**src/rtl/stream_demux_pkg.sv**
```systemverilog
// ----------------------------------------------------------------------------
// stream_demux_pkg
//
// Shared definitions for the stream demultiplexer slice:
//   - default payload width, channel count and transfer-counter width
//   - sel_width(): width of the channel-select field for a given channel count
//
// Optional feature macro used by the files that import this package:
//   STREAM_DEMUX_CNT_EN  adds per-channel saturating transfer counters and the
//                        cnt output port.
// ----------------------------------------------------------------------------
package stream_demux_pkg;

    // Default build: 4 channels of 8-bit payload, 16-bit transfer counters.
    localparam int DEFAULT_DATA_W = 8;
    localparam int DEFAULT_NUM_CH = 4;
    localparam int DEFAULT_CNT_W  = 16;

    // Legal channel-count range of the demux.
    localparam int MIN_NUM_CH = 2;
    localparam int MAX_NUM_CH = 16;

    // Width of the channel-select field. A single channel would need zero
    // select bits, so the width is clamped to at least one bit to keep the
    // port well-formed.
    function automatic int sel_width(input int num_ch);
        return (num_ch > 1) ? $clog2(num_ch) : 1;
    endfunction

endpackage : stream_demux_pkg

```
**src/rtl/stream_demux_chan.sv**
```systemverilog
// ----------------------------------------------------------------------------
// demux_chan_reg
//
// One output channel of the stream demultiplexer: a one-entry holding
// register (valid bit + payload) with a valid/ready drain side.
//
// Behaviour:
//   - load  : capture load_data and present it next cycle. The parent only
//             asserts load when the slot is empty or is being drained in the
//             same cycle, so a load never overwrites an undelivered word.
//   - drain : valid & ready; without a simultaneous load the slot empties.
//   - data  : reads all-zero while the slot is empty.
//
// Optional feature (macro STREAM_DEMUX_CNT_EN):
//   cnt counts drain handshakes on this channel and saturates at all-ones.
//
// Ports:
//   clk        in   clock, all state on the rising edge
//   rst_n      in   asynchronous active-low reset
//   load       in   accepted upstream word is destined for this channel
//   load_data  in   payload to capture on load
//   ready      in   downstream accept for this channel
//   valid      out  slot holds a word
//   data       out  held payload, zero while empty
//   cnt        out  drain handshake count (STREAM_DEMUX_CNT_EN only)
// ----------------------------------------------------------------------------
module demux_chan_reg
    import stream_demux_pkg::*;
#(
    parameter int DATA_W = DEFAULT_DATA_W
`ifdef STREAM_DEMUX_CNT_EN
   ,parameter int CNT_W  = DEFAULT_CNT_W
`endif
) (
    input  logic              clk,
    input  logic              rst_n,
    input  logic              load,
    input  logic [DATA_W-1:0] load_data,
    input  logic              ready,
    output logic              valid,
    output logic [DATA_W-1:0] data
`ifdef STREAM_DEMUX_CNT_EN
   ,output logic [CNT_W-1:0]  cnt
`endif
);

    logic              valid_q;
    logic [DATA_W-1:0] data_q;
    logic              drain;

    assign drain = valid_q & ready;

    // A load wins over a drain: when both happen in one cycle the old word
    // leaves downstream and the new one takes its place, which keeps a
    // channel streaming at one word per cycle.
    // NOTE: state registers use non-blocking assignments so every flop in the
    // design samples the pre-edge values regardless of block evaluation order.
    // NOTE: the payload register is reset alongside the valid bit. The output
    // is zero-masked anyway, but a reset payload keeps the slot free of stale
    // words from before a reset and costs nothing for a single entry.
    always_ff @(posedge clk or negedge rst_n) begin
        if (!rst_n) begin
            valid_q <= 1'b0;
            data_q  <= '0;
        end else begin
            if (load) begin
                valid_q <= 1'b1;
                data_q  <= load_data;
            end else if (drain) begin
                valid_q <= 1'b0;
            end
        end
    end

    assign valid = valid_q;
    assign data  = valid_q ? data_q : '0;

`ifdef STREAM_DEMUX_CNT_EN
    logic [CNT_W-1:0] cnt_q;

    // Saturating count of delivered words; sticks at all-ones.
    always_ff @(posedge clk or negedge rst_n) begin
        if (!rst_n) begin
            cnt_q <= '0;
        end else if (drain && (cnt_q != {CNT_W{1'b1}})) begin
            cnt_q <= cnt_q + 1'b1;
        end
    end

    assign cnt = cnt_q;
`endif

endmodule : demux_chan_reg

```
**src/rtl/stream_demux.sv**
```systemverilog
// ----------------------------------------------------------------------------
// stream_demux
//
// Routes a single valid/ready input stream to one of NUM_CH output streams
// selected per word by in_sel. Each channel buffers one word, so a stalled
// channel only blocks words addressed to itself; words for other channels
// keep flowing. A word accepted with an out-of-range in_sel (possible when
// NUM_CH is not a power of two) is dropped and raises the sticky err_sel
// flag, which clears only on reset.
//
// Optional feature (macro STREAM_DEMUX_CNT_EN):
//   adds the cnt port with one saturating CNT_W-bit transfer counter per
//   channel, counting output handshakes.
//
// Parameters:
//   DATA_W  payload width (>= 1)
//   NUM_CH  number of output channels (2..16)
//   CNT_W   per-channel counter width (used with STREAM_DEMUX_CNT_EN)
//   SEL_W   derived select width, clog2(NUM_CH) with a minimum of 1
//
// Ports:
//   clk        in   clock, all state on the rising edge
//   rst_n      in   asynchronous active-low reset
//   in_valid   in   upstream word present
//   in_ready   out  word accepted this cycle (combinational)
//   in_data    in   upstream payload
//   in_sel     in   destination channel index
//   out_valid  out  per-channel word present
//   out_ready  in   per-channel downstream accept
//   out_data   out  channel k payload at [k*DATA_W +: DATA_W], zero when empty
//   err_sel    out  sticky: an out-of-range in_sel was accepted
//   cnt        out  channel k count at [k*CNT_W +: CNT_W] (STREAM_DEMUX_CNT_EN)
// ----------------------------------------------------------------------------
module stream_demux
    import stream_demux_pkg::*;
#(
    parameter  int DATA_W = DEFAULT_DATA_W,
    parameter  int NUM_CH = DEFAULT_NUM_CH,
    parameter  int CNT_W  = DEFAULT_CNT_W,
    localparam int SEL_W  = sel_width(NUM_CH)
) (
    input  logic                     clk,
    input  logic                     rst_n,
    input  logic                     in_valid,
    output logic                     in_ready,
    input  logic [DATA_W-1:0]        in_data,
    input  logic [SEL_W-1:0]         in_sel,
    output logic [NUM_CH-1:0]        out_valid,
    input  logic [NUM_CH-1:0]        out_ready,
    output logic [NUM_CH*DATA_W-1:0] out_data,
    output logic                     err_sel
`ifdef STREAM_DEMUX_CNT_EN
   ,output logic [NUM_CH*CNT_W-1:0]  cnt
`endif
);

    localparam int SEL_SPACE = 2 ** SEL_W;

    // ------------------------------------------------------------------------
    // Elaboration-time parameter legality
    // ------------------------------------------------------------------------
    if (DATA_W < 1 || CNT_W < 1 || NUM_CH < MIN_NUM_CH || NUM_CH > MAX_NUM_CH)
    begin : g_bad_params
        $error("stream_demux: DATA_W/CNT_W must be >= 1 and NUM_CH in 2..16");
    end

    // ------------------------------------------------------------------------
    // Select decode
    //
    // Both tables span the full select space so they can be indexed directly
    // by in_sel. Codes at or above NUM_CH always accept (the word is dropped)
    // and are marked out-of-range; in-range codes accept when that channel's
    // slot is empty or is being drained this cycle.
    // ------------------------------------------------------------------------
    logic [SEL_SPACE-1:0] ready_by_sel;
    logic [SEL_SPACE-1:0] oob_by_sel;

    for (genvar s = 0; s < SEL_SPACE; s++) begin : g_sel
        if (s < NUM_CH) begin : g_in_range
            assign ready_by_sel[s] = ~out_valid[s] | out_ready[s];
            assign oob_by_sel[s]   = 1'b0;
        end else begin : g_out_of_range
            assign ready_by_sel[s] = 1'b1;
            assign oob_by_sel[s]   = 1'b1;
        end
    end

    logic accept;

    assign in_ready = ready_by_sel[in_sel];
    assign accept   = in_valid & in_ready;

    // ------------------------------------------------------------------------
    // Sticky out-of-range select flag
    // ------------------------------------------------------------------------
    always_ff @(posedge clk or negedge rst_n) begin
        if (!rst_n) begin
            err_sel <= 1'b0;
        end else if (accept && oob_by_sel[in_sel]) begin
            err_sel <= 1'b1;
        end
    end

    // ------------------------------------------------------------------------
    // Channel holding registers
    // ------------------------------------------------------------------------
    for (genvar k = 0; k < NUM_CH; k++) begin : g_chan
        logic load;

        // Only the addressed channel sees the accepted word.
        assign load = accept & (in_sel == SEL_W'(k));

        demux_chan_reg #(
            .DATA_W    (DATA_W)
`ifdef STREAM_DEMUX_CNT_EN
           ,.CNT_W     (CNT_W)
`endif
        ) u_chan (
            .clk       (clk),
            .rst_n     (rst_n),
            .load      (load),
            .load_data (in_data),
            .ready     (out_ready[k]),
            .valid     (out_valid[k]),
            .data      (out_data[k*DATA_W +: DATA_W])
`ifdef STREAM_DEMUX_CNT_EN
           ,.cnt       (cnt[k*CNT_W +: CNT_W])
`endif
        );
    end

endmodule : stream_demux
```
**config.mk**
```make
export PLATFORM = sky130hd
export DESIGN_NAME = stream_demux
export DESIGN_NICKNAME = d
export VERILOG_FILES = /design/src/rtl/stream_demux_pkg.sv /design/src/rtl/stream_demux_chan.sv /design/src/rtl/stream_demux.sv
export SDC_FILE = /design/constraint.sdc
export NUM_CORES = 1
export LEC_CHECK = 0
export BUFFER_PORTS_ARGS = -buffer_cell sky130_fd_sc_hd__buf_2
export CAP_MARGIN = 0
export CELL_PAD_IN_SITES_DETAIL_PLACEMENT = 1
export CELL_PAD_IN_SITES_GLOBAL_PLACEMENT = 1
export CORE_MARGIN = 4
export CORE_UTILIZATION = 30
export DETAILED_ROUTE_END_ITERATION = 6
export PLACE_DENSITY = 0.64
export SYNTH_ARGS = -nofsm -noshare
export SYNTH_HDL_FRONTEND = slang
export SYNTH_SLANG_ARGS = --single-unit
```
**constraint.sdc**
```tcl
create_clock -name clk -period 1.9 [get_ports clk]
set_input_delay 0.095 -clock clk [delete_from_list [all_inputs] [get_ports clk]]
set_output_delay 0.095 -clock clk [all_outputs]
set_load 0.01 [all_outputs]
```
==> flow_summary.json <==
{
  "utilization": 0.400,
  "timing.critical_path.to": "in_ready",
  "syn2layout_area_growth_pct": 26.8,
  "cts_max_path_buffers": 2,
  "relSlewSlack": 0.459,
  "htree_levels": 2,
  "die_w_um": 82,
  "vias_per_cell": 4.49,
  "worstSetupStartpoint": "g_chan[0].u_chan.valid",
  "cts_made_buffers": 5,
  "yosysWarnings": 0,
  "period_share": 0.877,
  "routed_wl_um": 3940,
  "end_kind": "output port",
  "syn-num-nets": 143,
  "fin_crit_ps": 1670,
  "synth_seq_cells": 36,
  "drv_cap": 0,
  "clkTransAtPathRegs_ps": 80,
  "tightestPinTransition_ps": 812,
  "netlist-cell-type-count": 15,
  "peakVddDrop_uv": 524,
  "p_sw_mw": 0.532,
  "fin_tns_setup_ps": 0,
  "mostFrequentLayoutCells": "53 x buf_2, 36 x dfrtp_1, 32 x and2_1, 32 x mux2_2",
  "nets": 198,
  "drt_drc_violations_left": 0,
  "drtIter0Drc": 43,
  "grt_setup_unrepaired": "no",
  "drv_slew": 0,
  "ys_seq_area_frac": 0.548,
  "initial_utilization": 0.316,
  "tritoncts": "built",
  "rows": 26,
  "r2r_slack_ps": 360,
  "grt_max_degree": 37,
  "synth_cells": 126,
  "cp.required_ps": 1800,
  "seqPwrFrac": 0.486,
  "power.internal_mw": 1.52,
  "worstReg2RegEnd": "g_chan[1].u_chan.data_q[4]",
  "final_common_cell": "buf_2",
  "port_buffers": 53,
  "yosys.area.top_type_share": 0.548,
  "dp_hpwl_um": 3060,
  "cts_sinks": 36,
  "p_leak_nw": 1.03,
  "fin_skew_ps": 7.53,
  "clkLatencyLatePin_ps": 290,
  "rr_worst_depth": 3,
  "die_h_um": 82,
  "synth_top_cell_by_area": "dfrtp_1",
  "place_congestion": 0.748,
  "hold_viol_final": 0,
  "avgRoutedWirePerCell_um": 15.6,
  "clock.fmax_mhz": 600,
  "p_per_area_mw_per_mm2": 984,
  "cp-start-kind": "flop",
  "core_region_area_mm2": 0.00520,
  "finalPower_mw": 2.05,
  "grt_usage": 0.129,
  "drive_gt1_frac": 0.538,
  "synth.avg_cell_area_um2": 13.0,
  "hold_class": "in2reg",
  "ant_nets": 0,
  "n_antenna_cell": 0,
  "p_sw_frac": 0.260,
  "yosys-top-cells-area": "dfrtp_1 55%, mux2_2 22%, and2_1 12%, buf_4 2.3%, nand2b_1 1.5%",
  "crit_type": "reg2out",
  "run_status": "complete, no violations",
  "power_frac_clock": 0.334,
  "ios": 55,
  "pwr-share-comb": 0.181,
  "synth_area_mm2": 0.00164,
  "cts-root-buf": "clkbuf_8",
  "fin_cells": 252,
  "worstPathMaxFanout": 10,
  "setup_viol": 0,
  "vias": 1131,
  "grt_pass1_wl_um": 6370,
  "grt_pass1_vias": 1209,
  "antenna_found_initial": 0,
  "cts-resized-gates": 0,
  "die-area_mm2": 0.00672,
  "first_pass_iters": 2,
  "placed_cells": 243,
  "grt_remaining_overflow": 0,
  "cp.arrival_ps": 1570,
  "regToRegStartpoint": "g_chan[1].u_chan.valid",
  "post_cts_buffers": 0
}
Yosys cell counts, drive strengths merged:
library cell / n
and2: 32
and3: 1
buf: 8
conb: 1
dfrtp: 36
mux2: 32
mux4: 1
nand2: 5
nand2b: 4
nand3: 1
nand3b: 1
nor2b: 2
nor3b: 1
o21ai: 1
sequential cells by signal, summed over array words and instances (netlist names):
register and flops:
g_chan.u_chan.data_q 32, g_chan.u_chan.valid 4
worst min-delay path by stage:
| stage | startpoint | endpoint | slack [ps] | cells past startpoint |
|---|---|---|---|---|
| 2_1_floorplan | rst_n | g_chan[0].u_chan.data_q[0] | -200 | 0 |
| 3_3_place_gp | rst_n | g_chan[0].u_chan.data_q[0] | 210 | 1 |
| 3_5_place_dp | rst_n | g_chan[0].u_chan.data_q[0] | 220 | 1 |
| 4_1_cts | out_ready[3] | g_chan[3].u_chan.valid | 100 | 3 |
| 5_1_grt | in_data[7] | g_chan[1].u_chan.data_q[7] | 100 | 2 |
| 6_report | out_ready[3] | g_chan[3].u_chan.valid | 100 | 3 |
what timing repair did:
action                     CTS  global route
hold buffers                 1             0
hold endpoints to repair    36             0
setup endpoints to repair    0             0
routing by layer:
metal,GRT usage,wire length [um],part of all wire
met1,0.166,1720,0.44
met2,0.212,1930,0.49
met3,0.0384,258,0.065
met4,0.0349,36,0.0091
met5,0,0,0
logic make-up after synthesis:
kind of cell           synth area share
AO/OA/AOI/OAI                   0.00304
flip-flops                        0.548
multiplexers                      0.233
buffers and inverters            0.0320
AND/OR/NAND/NOR                   0.181
other                           0.00228
area by class of cell:
class	count	area, um^2
fill	593	3120
sequential	36	901
multi-input combinational	82	689
timing repair buffer	56	290
tap	70	87.6
clock buffer	5	68.8
clock inverter	3	46.3
stage by stage:
step           worst slack (ps)  area, um^2  hold slack [ps]
5_1_grt                     114        2080              105
3_3_place_gp                468        1960              207
4_1_cts                     197        2080             96.6
2_1_floorplan               554        1640             -201
6_report                    234        2080              103
3_5_place_dp                372        1960              222
worst max-delay path, cell delays in order (launching register included):
cell and delay (ps):
dfrtp_1 500, nand2b_1 150, mux4_2 490, buf_2 160
power by group through the flow:
| stage | Combinational, mW | Clock (mW) | Sequential (mW) |
|---|---|---|---|
| detailed placement | 0.376 | 0 | 1.02 |
| finish | 0.370 | 0.684 | 0.996 |
| global route | 0.415 | 0.744 | 1.02 |
| CTS | 0.379 | 0.706 | 1.00 |
| floorplan | 0.249 | 0 | 0.979 |
| global placement | 0.361 | 0 | 1.00 |
Note: power is estimated with default switching activity, not from simulation.
